### config.mk
export PLATFORM = sky130hd
export DESIGN_NAME = ahb_grant_sequencer_flat
export DESIGN_NICKNAME = d
export VERILOG_FILES = /design/src/rtl/ahb_arb_pkg.sv /design/src/rtl/ahb_grant_sequencer_if.sv /design/src/rtl/ahb_burst_len_decode.sv /design/src/rtl/ahb_grant_sequencer.sv /design/src/flat_wrapper.sv
export SDC_FILE = /design/constraint.sdc
export NUM_CORES = 1
export LEC_CHECK = 0
export CAP_MARGIN = 20
export CORE_UTILIZATION = 50
export CTS_BUF_LIST = sky130_fd_sc_hd__clkbuf_4
export DETAILED_ROUTE_END_ITERATION = 10
export PLACE_DENSITY = 0.79
export SLEW_MARGIN = 20
export SYNTH_ARGS = -nofsm -noshare
export SYNTH_HDL_FRONTEND = slang
export SYNTH_SLANG_ARGS = --single-unit
### constraint.sdc
create_clock -name clk -period 4.8 [get_ports clk]
set_input_delay 0.72 -clock clk [delete_from_list [all_inputs] [get_ports clk]]
set_output_delay 0.72 -clock clk [all_outputs]
set_load 0.03 [all_outputs]
### src/rtl/ahb_arb_pkg.sv
// Shared AHB arbitration types: transfer/burst codes, sequencer states and master priorities.
package ahb_arb_pkg;

    localparam int unsigned HTRANS_W    = 2;
    localparam int unsigned HBURST_W    = 3;
    localparam int unsigned BURST_LEN_W = 5;
    localparam int unsigned SEQ_STATE_W = 2;

    typedef enum logic [HTRANS_W-1:0] {
        HTRANS_IDLE   = 2'd0,
        HTRANS_BUSY   = 2'd1,
        HTRANS_NONSEQ = 2'd2,
        HTRANS_SEQ    = 2'd3
    } htrans_e;

    typedef enum logic [HBURST_W-1:0] {
        HBURST_SINGLE = 3'd0,
        HBURST_INCR   = 3'd1,
        HBURST_WRAP4  = 3'd2,
        HBURST_INCR4  = 3'd3,
        HBURST_WRAP8  = 3'd4,
        HBURST_INCR8  = 3'd5,
        HBURST_WRAP16 = 3'd6,
        HBURST_INCR16 = 3'd7
    } hburst_e;

    typedef enum logic [SEQ_STATE_W-1:0] {
        SEQ_IDLE  = 2'd0,
        SEQ_OWNED = 2'd1,
        SEQ_BURST = 2'd2,
        SEQ_INCR  = 2'd3
    } seq_state_e;

    // Master indices as ranked by the upstream priority arbiter.
    typedef enum logic [1:0] {
        PRI_DMA = 2'd0,
        PRI_NET = 2'd1,
        PRI_CIM = 2'd2,
        PRI_CPU = 2'd3
    } master_pri_e;

    typedef struct packed {
        logic                   is_fixed;
        logic [BURST_LEN_W-1:0] len;
    } burst_info_t;

endpackage

### src/rtl/ahb_grant_sequencer_if.sv
// Signal bundle between the priority arbiter, the AHB masters and the grant sequencer.
interface ahb_grant_sequencer_if
    import ahb_arb_pkg::*;
#(
    parameter int unsigned NUM_MASTERS = 4
);
    localparam int unsigned IDX_W = (NUM_MASTERS > 1) ? $clog2(NUM_MASTERS) : 1;

    logic [NUM_MASTERS-1:0]          arb_grant;
    logic [IDX_W-1:0]                arb_winner;
    logic [NUM_MASTERS*HTRANS_W-1:0] m_htrans;
    logic [NUM_MASTERS*HBURST_W-1:0] m_hburst;
    logic [NUM_MASTERS-1:0]          m_hmastlock;
    logic                            hready;
    logic [NUM_MASTERS-1:0]          hgrant;
    logic [IDX_W-1:0]                hmaster;
    logic [IDX_W-1:0]                hmaster_data;
    logic                            hmastlock_out;
    logic                            force_release;
    logic [SEQ_STATE_W-1:0]          seq_state;

    modport master (
        output arb_grant, arb_winner, m_htrans, m_hburst, m_hmastlock, hready,
        input  hgrant, hmaster, hmaster_data, hmastlock_out, force_release, seq_state
    );

    modport slave (
        input  arb_grant, arb_winner, m_htrans, m_hburst, m_hmastlock, hready,
        output hgrant, hmaster, hmaster_data, hmastlock_out, force_release, seq_state
    );

endinterface

### src/rtl/ahb_burst_len_decode.sv
// Maps HBURST to fixed-length flag and beat count (0 length for SINGLE/INCR).
module ahb_burst_len_decode
    import ahb_arb_pkg::*;
(
    input  logic [HBURST_W-1:0] hburst,
    output burst_info_t         burst_c
);

    always_comb begin
        burst_c = '0;
        case (hburst)
            HBURST_WRAP4,  HBURST_INCR4:  burst_c = '{is_fixed: 1'b1, len: BURST_LEN_W'(4)};
            HBURST_WRAP8,  HBURST_INCR8:  burst_c = '{is_fixed: 1'b1, len: BURST_LEN_W'(8)};
            HBURST_WRAP16, HBURST_INCR16: burst_c = '{is_fixed: 1'b1, len: BURST_LEN_W'(16)};
            default:                      burst_c = '0;
        endcase
    end

endmodule

### src/rtl/ahb_grant_sequencer.sv
// Turns the arbiter's per-cycle decision into registered, burst- and lock-safe AHB bus ownership,
// changing owner only at legal handover points.
module ahb_grant_sequencer
    import ahb_arb_pkg::*;
#(
    parameter int unsigned NUM_MASTERS = 4,
    parameter int unsigned MAX_HOLD    = 64
) (
    input logic                  clk,
    input logic                  rst_n,
    ahb_grant_sequencer_if.slave bus
);

    localparam int unsigned       IDX_W     = (NUM_MASTERS > 1) ? $clog2(NUM_MASTERS) : 1;
    localparam int unsigned       HOLD_W    = 16;
    localparam logic [HOLD_W-1:0] HOLD_LAST = HOLD_W'(MAX_HOLD - 1);
    localparam logic [HOLD_W-1:0] HOLD_SAT  = '1;

    seq_state_e             state_q, state_d;
    logic [NUM_MASTERS-1:0] hgrant_q, hgrant_d;
    logic [IDX_W-1:0]       hmaster_q, hmaster_d;
    logic [IDX_W-1:0]       hmaster_data_q, hmaster_data_d;
    logic                   hmastlock_q, hmastlock_d;
    logic                   force_q, force_d;
    logic [BURST_LEN_W-1:0] beat_q, beat_d;
    logic [HOLD_W-1:0]      hold_q, hold_d;

    logic [HTRANS_W-1:0]    htrans_arr [NUM_MASTERS];
    logic [HBURST_W-1:0]    hburst_arr [NUM_MASTERS];
    logic [HTRANS_W-1:0]    own_htrans_c;
    logic [HBURST_W-1:0]    own_hburst_c;
    logic                   own_lock_c;
    burst_info_t            own_burst_c;
    logic                   handover_c;
    logic                   redecode_c;

    for (genvar i = 0; i < NUM_MASTERS; i++) begin : g_split
        assign htrans_arr[i] = bus.m_htrans[i*HTRANS_W +: HTRANS_W];
        assign hburst_arr[i] = bus.m_hburst[i*HBURST_W +: HBURST_W];
    end

    // Current address-phase owner's transfer controls.
    assign own_htrans_c = htrans_arr[hmaster_q];
    assign own_hburst_c = hburst_arr[hmaster_q];
    assign own_lock_c   = bus.m_hmastlock[hmaster_q];

    ahb_burst_len_decode u_len_decode (
        .hburst  (own_hburst_c),
        .burst_c (own_burst_c)
    );

    always_ff @(posedge clk) begin
        if (!rst_n) begin
            state_q        <= SEQ_IDLE;
            hgrant_q       <= '0;
            hmaster_q      <= '0;
            hmaster_data_q <= '0;
            hmastlock_q    <= 1'b0;
            force_q        <= 1'b0;
            beat_q         <= '0;
            hold_q         <= '0;
        end else begin
            state_q        <= state_d;
            hgrant_q       <= hgrant_d;
            hmaster_q      <= hmaster_d;
            hmaster_data_q <= hmaster_data_d;
            hmastlock_q    <= hmastlock_d;
            force_q        <= force_d;
            beat_q         <= beat_d;
            hold_q         <= hold_d;
        end
    end

    always_comb begin
        state_d        = state_q;
        hgrant_d       = hgrant_q;
        hmaster_d      = hmaster_q;
        hmaster_data_d = hmaster_data_q;
        hmastlock_d    = hmastlock_q;
        force_d        = 1'b0;
        beat_d         = beat_q;
        hold_d         = '0;
        handover_c     = 1'b0;
        redecode_c     = 1'b0;

        // The INCR age keeps running through wait states.
        if (state_q == SEQ_INCR) begin
            hold_d = (hold_q == HOLD_SAT) ? hold_q : hold_q + HOLD_W'(1);
        end

        if (bus.hready) begin
            hmaster_data_d = hmaster_q;
            hmastlock_d    = own_lock_c;

            case (state_q)
                SEQ_IDLE: handover_c = 1'b1;
                SEQ_OWNED: begin
                    if (own_htrans_c == HTRANS_NONSEQ)    redecode_c = 1'b1;
                    else if (own_htrans_c == HTRANS_IDLE) handover_c = 1'b1;
                end
                SEQ_BURST: begin
                    case (own_htrans_c)
                        HTRANS_SEQ: begin
                            if (beat_q > BURST_LEN_W'(1)) beat_d = beat_q - BURST_LEN_W'(1);
                            else                          handover_c = 1'b1;
                        end
                        HTRANS_IDLE:   handover_c = 1'b1;
                        HTRANS_NONSEQ: redecode_c = 1'b1;
                        default:       ;
                    endcase
                end
                SEQ_INCR: begin
                    if (hold_q == HOLD_LAST && !own_lock_c) begin
                        handover_c = 1'b1;
                        force_d    = 1'b1;
                    end else if (own_htrans_c == HTRANS_NONSEQ) begin
                        redecode_c = 1'b1;
                    end else if (own_htrans_c == HTRANS_IDLE) begin
                        handover_c = 1'b1;
                    end
                end
                default: ;
            endcase

            // A fresh NONSEQ picks the tracking mode from its burst type.
            if (redecode_c) begin
                if (own_burst_c.is_fixed) begin
                    state_d = SEQ_BURST;
                    beat_d  = own_burst_c.len - BURST_LEN_W'(1);
                end else if (own_hburst_c == HBURST_INCR) begin
                    state_d = SEQ_INCR;
                    hold_d  = '0;
                end else begin
                    handover_c = 1'b1;
                end
            end

            // A locked owner keeps the bus even at a handover point.
            if (handover_c) begin
                if (own_lock_c) begin
                    state_d  = SEQ_OWNED;
                    hgrant_d = NUM_MASTERS'(1) << hmaster_q;
                end else if (|bus.arb_grant) begin
                    state_d   = SEQ_OWNED;
                    hgrant_d  = NUM_MASTERS'(1) << bus.arb_winner;
                    hmaster_d = bus.arb_winner;
                end else begin
                    state_d  = SEQ_IDLE;
                    hgrant_d = '0;
                end
            end
        end
    end

    assign bus.hgrant        = hgrant_q;
    assign bus.hmaster       = hmaster_q;
    assign bus.hmaster_data  = hmaster_data_q;
    assign bus.hmastlock_out = hmastlock_q;
    assign bus.force_release = force_q;
    assign bus.seq_state     = state_q;

endmodule

### src/flat_wrapper.sv
// flat-port wrapper written by rule: the top's interface ports become plain ports
module ahb_grant_sequencer_flat import ahb_arb_pkg::*;
#(
    parameter int unsigned NUM_MASTERS = 4,
    parameter int unsigned MAX_HOLD    = 64
)
  (clk, rst_n, bus_arb_grant, bus_arb_winner, bus_m_htrans, bus_m_hburst, bus_m_hmastlock, bus_hready, bus_hgrant, bus_hmaster, bus_hmaster_data, bus_hmastlock_out, bus_force_release, bus_seq_state);
  ahb_grant_sequencer_if #(.NUM_MASTERS(NUM_MASTERS)) bus_i ();
  input logic clk;
  input logic rst_n;
  input wire logic [$bits(bus_i.arb_grant)-1:0] bus_arb_grant;
  input wire logic [$bits(bus_i.arb_winner)-1:0] bus_arb_winner;
  input wire logic [$bits(bus_i.m_htrans)-1:0] bus_m_htrans;
  input wire logic [$bits(bus_i.m_hburst)-1:0] bus_m_hburst;
  input wire logic [$bits(bus_i.m_hmastlock)-1:0] bus_m_hmastlock;
  input wire logic [$bits(bus_i.hready)-1:0] bus_hready;
  output wire logic [$bits(bus_i.hgrant)-1:0] bus_hgrant;
  output wire logic [$bits(bus_i.hmaster)-1:0] bus_hmaster;
  output wire logic [$bits(bus_i.hmaster_data)-1:0] bus_hmaster_data;
  output wire logic [$bits(bus_i.hmastlock_out)-1:0] bus_hmastlock_out;
  output wire logic [$bits(bus_i.force_release)-1:0] bus_force_release;
  output wire logic [$bits(bus_i.seq_state)-1:0] bus_seq_state;
  assign bus_i.arb_grant = bus_arb_grant;
  assign bus_i.arb_winner = bus_arb_winner;
  assign bus_i.m_htrans = bus_m_htrans;
  assign bus_i.m_hburst = bus_m_hburst;
  assign bus_i.m_hmastlock = bus_m_hmastlock;
  assign bus_i.hready = bus_hready;
  assign bus_hgrant = bus_i.hgrant;
  assign bus_hmaster = bus_i.hmaster;
  assign bus_hmaster_data = bus_i.hmaster_data;
  assign bus_hmastlock_out = bus_i.hmastlock_out;
  assign bus_force_release = bus_i.force_release;
  assign bus_seq_state = bus_i.seq_state;
  ahb_grant_sequencer #(.NUM_MASTERS(NUM_MASTERS), .MAX_HOLD(MAX_HOLD)) u_core (.clk(clk), .rst_n(rst_n), .bus(bus_i));
endmodule
After elaboration in Yosys (flattened, before gate mapping)
Cells that the tools add are included.

$add $sub $neg: 3. Order comparisons: 3. Equal/unequal tests: 14. Divide/modulo/power cells: 0. Bitwise operators: 2. Multiplexer cells: 43. Shifts and indexed selects: 2. Reduce and logical (&&, ||, !) cells: 15. Multiply operators: 0.

Operators by type and width (count): $mux W16 (6); $mux W5 (5); $pmux W6 S3 (1); $add A16 B1 Y16 const B (1); $eq A16 B16 Y1 const B (1); $eq A16 B6 Y1 const B (1); $mux W1 (14); $mux W2 (7); $eq A3 B3 Y1 const B (4); $sub A5 B1 Y5 const B (2); $eq A2 B2 Y1 const B (4); $mux W4 (2); $reduce_or A2 Y1 (4); $shl A1 B2 Y4 const A (2); $bmux W3 S2 (1); $eq A3 B2 Y1 const B (2); $mux W3 (2); $reduce_and A3 Y1 (2); $gt A5 B1 Y1 const B (1); $bmux W2 S2 (1); $logic_not A2 Y1 (2); $pmux W1 S2 (2); $pmux W1 S4 (1); $reduce_and A4 Y1 (1); other kinds (13) (13).

Word-level logic and storage cells: 90. Bits in latches: 0. Bits in read-only memories: 0. Bits in writable memories: 0. Output and inout bits: 12. Register bits: 33. Memories kept: 0.

Logic depth before layout (Yosys ltp)
Word-level depth: 15. Gate-level depth with buffers: 10. Mapped depth without buffers: 9.

Cells and area by module
From an unflattened synthesis, not the netlist that was laid out.

Cell total of the unflattened synthesis: 252. Area, all modules: 2194.6 sq um.

By module, submodules not included: ahb_grant_sequencer (area an instance 2147.1 sq um, sequential area each 660.6 sq um, cells an instance 245, times used 1); ahb_burst_len_decode (area an instance 47.5 sq um, sequential area each 0.0 sq um, cells an instance 7, times used 1).

Worst setup path after synthesis
No wires, ideal clock.

Path kind: register to register. Start: reg u_core.hmaster_q[0], in the netlist u_core.bus.hmaster[0]. End: reg u_core.state_q[1], in the netlist u_core.bus.seq_state[1]. Stages on the path, launching flop included: 10. Arrival time: 2.867 ns. Slack: 1.858 ns. Library setup time: 0.074 ns. Clock period less this slack: 2.942 ns. Path through: dfxtp_1 > buf_2 > mux4_2 > ha_1 > a31oi_1 > o311ai_0 > or2_0 > buf_4 > or4_1 > a31oi_1.

Longest elaborated chain between the ends: 15.

Ends and longest elaborated chain: from (decl) (RTL line ahb_grant_sequencer.sv:21) `logic [IDX_W-1:0] hmaster_q, hmaster_d;`; from (signal assigned) (RTL line ahb_grant_sequencer.sv:65) `hmaster_q <= hmaster_d;`; $not A2 Y3 (implied by the code) (RTL line ahb_grant_sequencer.sv:43, ahb_grant_sequencer.sv:44); $bmux W2 S2 (RTL line ahb_grant_sequencer.sv:43) `assign own_htrans_c = htrans_arr[hmaster_q];`; $mux W2 (implied by the code) (2 in a row) (RTL line ahb_grant_sequencer.sv:43); $logic_not A2 Y1 (RTL line ahb_grant_sequencer.sv:99, ahb_grant_sequencer.sv:102, ahb_grant_sequencer.sv:118); $mux W1 (RTL line ahb_grant_sequencer.sv:99, ahb_grant_sequencer.sv:118); $mux W1 (RTL line ahb_grant_sequencer.sv:116) `end else if (own_htrans_c == HTRANS_NONSEQ) begin`; $mux W1 (RTL line ahb_grant_sequencer.sv:113) `if (hold_q == HOLD_LAST && !own_lock_c) begin`; $pmux W1 S4 (RTL line ahb_grant_sequencer.sv:95) `case (state_q)`; $mux W1 (RTL line ahb_grant_sequencer.sv:130) `end else if (own_hburst_c == HBURST_INCR) begin`; $mux W1 (RTL line ahb_grant_sequencer.sv:127) `if (own_burst_c.is_fixed) begin`; $mux W1 (RTL line ahb_grant_sequencer.sv:126) `if (redecode_c) begin`; $mux W1 (RTL line ahb_grant_sequencer.sv:91) `if (bus.hready) begin`; $reduce_bool A3 Y1 (no line) / $reduce_bool A2 Y1 (equally long branches); $reduce_and A3 Y1 (no line); to (signal assigned) (RTL line ahb_grant_sequencer.sv:63) `state_q <= state_d;`; to (decl) (RTL line ahb_grant_sequencer.sv:19) `seq_state_e state_q, state_d;`.

Parallel ways exist; a longest one is shown, timed or not. The select of a mux whose other input is x is not followed. A chain may end at the register's enable or synchronous reset.

Worst setup path in the final report
Start: reg u_core.hmaster_q[0], in the netlist u_core.bus.hmaster[0]. End: reg u_core.hmaster_q[0], in the netlist u_core.bus.hmaster[0].

Longest elaborated chain between the ends: 14.

Ends and longest elaborated chain (RTL line): $not A2 Y3 (implied by the code) (ahb_grant_sequencer.sv:43, ahb_grant_sequencer.sv:44); $bmux W2 S2 (ahb_grant_sequencer.sv:43); $mux W2 (implied by the code) (2 in a row) (ahb_grant_sequencer.sv:43); $logic_not A2 Y1 (ahb_grant_sequencer.sv:99, ahb_grant_sequencer.sv:102, ahb_grant_sequencer.sv:118); $mux W1 (ahb_grant_sequencer.sv:99, ahb_grant_sequencer.sv:118); $mux W1 (ahb_grant_sequencer.sv:116); $mux W1 (ahb_grant_sequencer.sv:113); $pmux W1 S4 (ahb_grant_sequencer.sv:95); $mux W1 (ahb_grant_sequencer.sv:130); $mux W1 (ahb_grant_sequencer.sv:127); $mux W1 (ahb_grant_sequencer.sv:126); $mux W1 (ahb_grant_sequencer.sv:91); $reduce_and A4 Y1 (no line) (*).

Every way passes the cells marked *; elsewhere a longest branch is shown, timed or not. The select of a mux whose other input is x is not followed.

==> impl_results.md <==
- Status: finished, final reports clean
- Actual slew at the worst max-slew pin: 682 ps
- Yosys cell types: 53
- TritonRoute pass-1 iters: 4
- Mapped Nets: 291
- Tmin final: 3210 ps
- Skew-Pair Late Insertion Delay: 340 ps
- Leakage power: 0.935 nW
- Crit path DAT: 3480 ps
- HP Start: u_core.bus.hgrant[2]
- Core ar.: 0.00403 mm2
- H-tree Lvls: 2
- Post-route clock period utilization: 66.9%
- GPL Wtd Cong: 0.887
- HPWL Detailed: 3900 um
- CTS Buf Count: 5
- Initial antenna violation count: 0
- FF-to-FF End: u_core.bus.hmaster[0]
- Global route total overflow: 0
- Largest net degree at the start of global routing: 17
- DRT iter0 DRCs: 110
- Reg2Reg Launch Point: u_core.bus.hmaster[0]
- Max Slew Vio Count: 0
- Worst Setup SP: u_core.bus.hmaster[0]
- Worst hold path type: register to register
- Port-buffer cells: 44
- Worst r2r path cells: 7
- DR vias/cell: 5.69
- All-Layer GR Usage: 24.0%
- Clk Tree Root Cell: clkbuf_4
- Worst-path fanout max: 13
- Synth area leaders: dfxtp_1, ha_1, mux4_2
- Die Height: 67.0 um
- Max cap viols: 0
- Comb pwr share: 21.8%
- Commonest non-fill, non-tap cell in the layout: clkdlybuf4s50_1
- Post-route cell area: 0.00263 mm2
- Drc violations: 0
- Placed Area: 0.00258 mm2
- Final hold viol count: 0
- Critical Path RT: 5060 ps
- Clock share of power: 26.3%
- WL final: 5010 um
- First-pass GRT wire length: 8100 um
- Net Sw Frac: 28.9%
- Post-Syn Area: 0.00211 mm2
- Vias in the first global route: 1,758
- Layout cell share with drive strength beyond 1: 9.00%
- Post-DRT Antenna Nets: 0
- Synth area leader: dfxtp_1
- Crit path capture type: register
- Synthesized area per cell: 8.59 um2
- Synth top area share: 31.3%
- CP startpoint kind: register
- Cells after synthesis: 246
- Sequential area share after synthesis: 31.3%
- CTS tree: done
- Die area: 0.00449 mm2
- VDD IR max: 0.193 mV
- Reg clk slew, reported paths: 90 ps
- # nets final: 334
- Final Util: 65.2%
- Peak Freq: 0.311 GHz
- Final setup fails: 0
- Hold-fix buffer count after cts: 0
- Via Count: 1,930
- Most frequent cells in the layout: clkdlybuf4s50_1, dfxtp_1, nor2_1
- RSZ-0062 raised after global routing: no
- I/O Pins: 45
- #FFs+latches synth: 33
- WS Path Type: register to register
- Setup slack, reg-to-reg: 1590 ps
- Crit path capture: u_core.bus.hmaster[0]
- Initial Util: 52.5%
- Area Overhead vs Synth: 24.4%
- Inserted Diodes: 0
- Post-CTS sizing: 0
- Relative slew slack: 54.4%
- Post CTS Setup Buffer Count: 0
- Yosys warns: 0
- Clock Skews: 12.0 ps
- Clock Sink Count: 33
- Rows: 23
- Wire per inst: 14.8 um
- Number of fill cells in the layout: 358
- Die Wd: 67.0 um
- Sequential power share: 51.9%
- Setup tns final: 0 ps
- Buffer levels on the longest clock path: 2
- Internal power: 0.396 mW
- Psw: 0.161 mW
- Power per cell area: 212 mW/mm2
## per-layer routing
metal | up-vias | GRT usage [%] | routed length (um)
li1 | 983 | - | -
met1 | 891 | 31.7 | 2390
met2 | 42 | 37.8 | 2330
met3 | 14 | 4.79 | 189
met4 | 0 | 9.57 | 102
met5 | - | 0 | 0
## sequential cells by signal (all words and copies together) (netlist names)
signal	count
u_core.hold_q	16
u_core.beat_q	5
u_core.bus.hgrant	4
u_core.bus.hmaster	2
u_core.bus.hmaster_data	2
u_core.bus.seq_state	2
u_core.bus.force_release	1
u_core.bus.hmastlock_out	1
## cell families after synthesis
| group | synth area share, % |
|---|---|
| XOR/XNOR | 4.14 |
| buffers and inverters | 4.38 |
| AO/OA/AOI/OAI | 16.2 |
| flip-flops | 31.3 |
| adder cells (fa/ha/maj) | 7.10 |
| AND/OR/NAND/NOR | 27.6 |
| multiplexers | 9.24 |
## critical path, cell delays in order, from the launching register on
cell      delay (ps)
dfxtp_1          750
mux4_2           610
inv_1            100
ha_1             230
o311ai_0         550
or2_0            440
o211a_1          270
mux2i_1          200
## layout make-up
cell class	instances	area (um2)	area share [%]
flip-flops and latches	33	661	25.1
multi-input cells	190	1360	51.7
well taps	50	62.6	2.38
repair buffers	44	440	16.8
clock buffers	5	37.5	1.43
inverters	15	56.3	2.14
clock inverters	2	11.3	0.428
## power by group through the flow
| stage | sequential [mW] | clock (mW) | combinational [mW] |
|---|---|---|---|
| 2_1_floorplan | 0.303 | 0 | 0.0610 |
| 3_3_place_gp | 0.295 | 0 | 0.118 |
| 3_5_place_dp | 0.296 | 0 | 0.121 |
| 4_1_cts | 0.289 | 0.151 | 0.122 |
| 5_1_grt | 0.291 | 0.161 | 0.131 |
| 6_report | 0.289 | 0.147 | 0.122 |
## worst min path at each step
stage,endpoint,slack [ps],cells after the start
final,u_core.bus.hgrant[2],470,2
after global routing,u_core.bus.hgrant[2],490,2
after CTS,u_core.bus.hgrant[2],470,2
after detailed placement,u_core.bus.hgrant[2],450,2
after global placement,u_core.bus.hgrant[2],450,2
after floorplan,u_core.beat_q[4],460,2
## synthesized netlist by cell type (all sizes together)
| master | count |
|---|---|
| nor3 | 7 |
| and4 | 1 |
| and3b | 3 |
| nor4 | 5 |
| o211ai | 3 |
| or4 | 4 |
| or3b | 1 |
| nor4b | 1 |
| xor2 | 7 |
| nand3 | 12 |
| buf | 4 |
| nand4 | 7 |
| o21a | 3 |
| nor3b | 2 |
| o311a | 1 |
| o32ai | 1 |
| dfxtp | 33 |
| o21ai | 9 |
| nand2 | 22 |
| o311ai | 1 |
| or2 | 2 |
| xnor2 | 3 |
| a21oi | 10 |
| o22ai | 1 |
| ha | 12 |
| a31o | 1 |
| and2 | 2 |
| nand2b | 3 |
| mux2i | 6 |
| nor4bb | 1 |
| and3 | 3 |
| a31oi | 7 |
| nor2 | 28 |
| inv | 15 |
| nand3b | 3 |
| o21bai | 1 |
| clkbuf | 4 |
| a211oi | 5 |
| o211a | 4 |
| a211o | 1 |
| mux4 | 6 |
| a21bo | 1 |
## stage by stage
stage	setup WS (ps)	total power [mW]	cells	hold WS, ps
final	1590	0.557	339	466
after global routing	1330	0.583	339	488
after CTS	1570	0.562	339	469
after detailed placement	1310	0.417	332	452
after global placement	1500	0.414	332	452
after floorplan	1860	0.364	246	458
No activity file was read; power rests on OpenSTA's default activity.
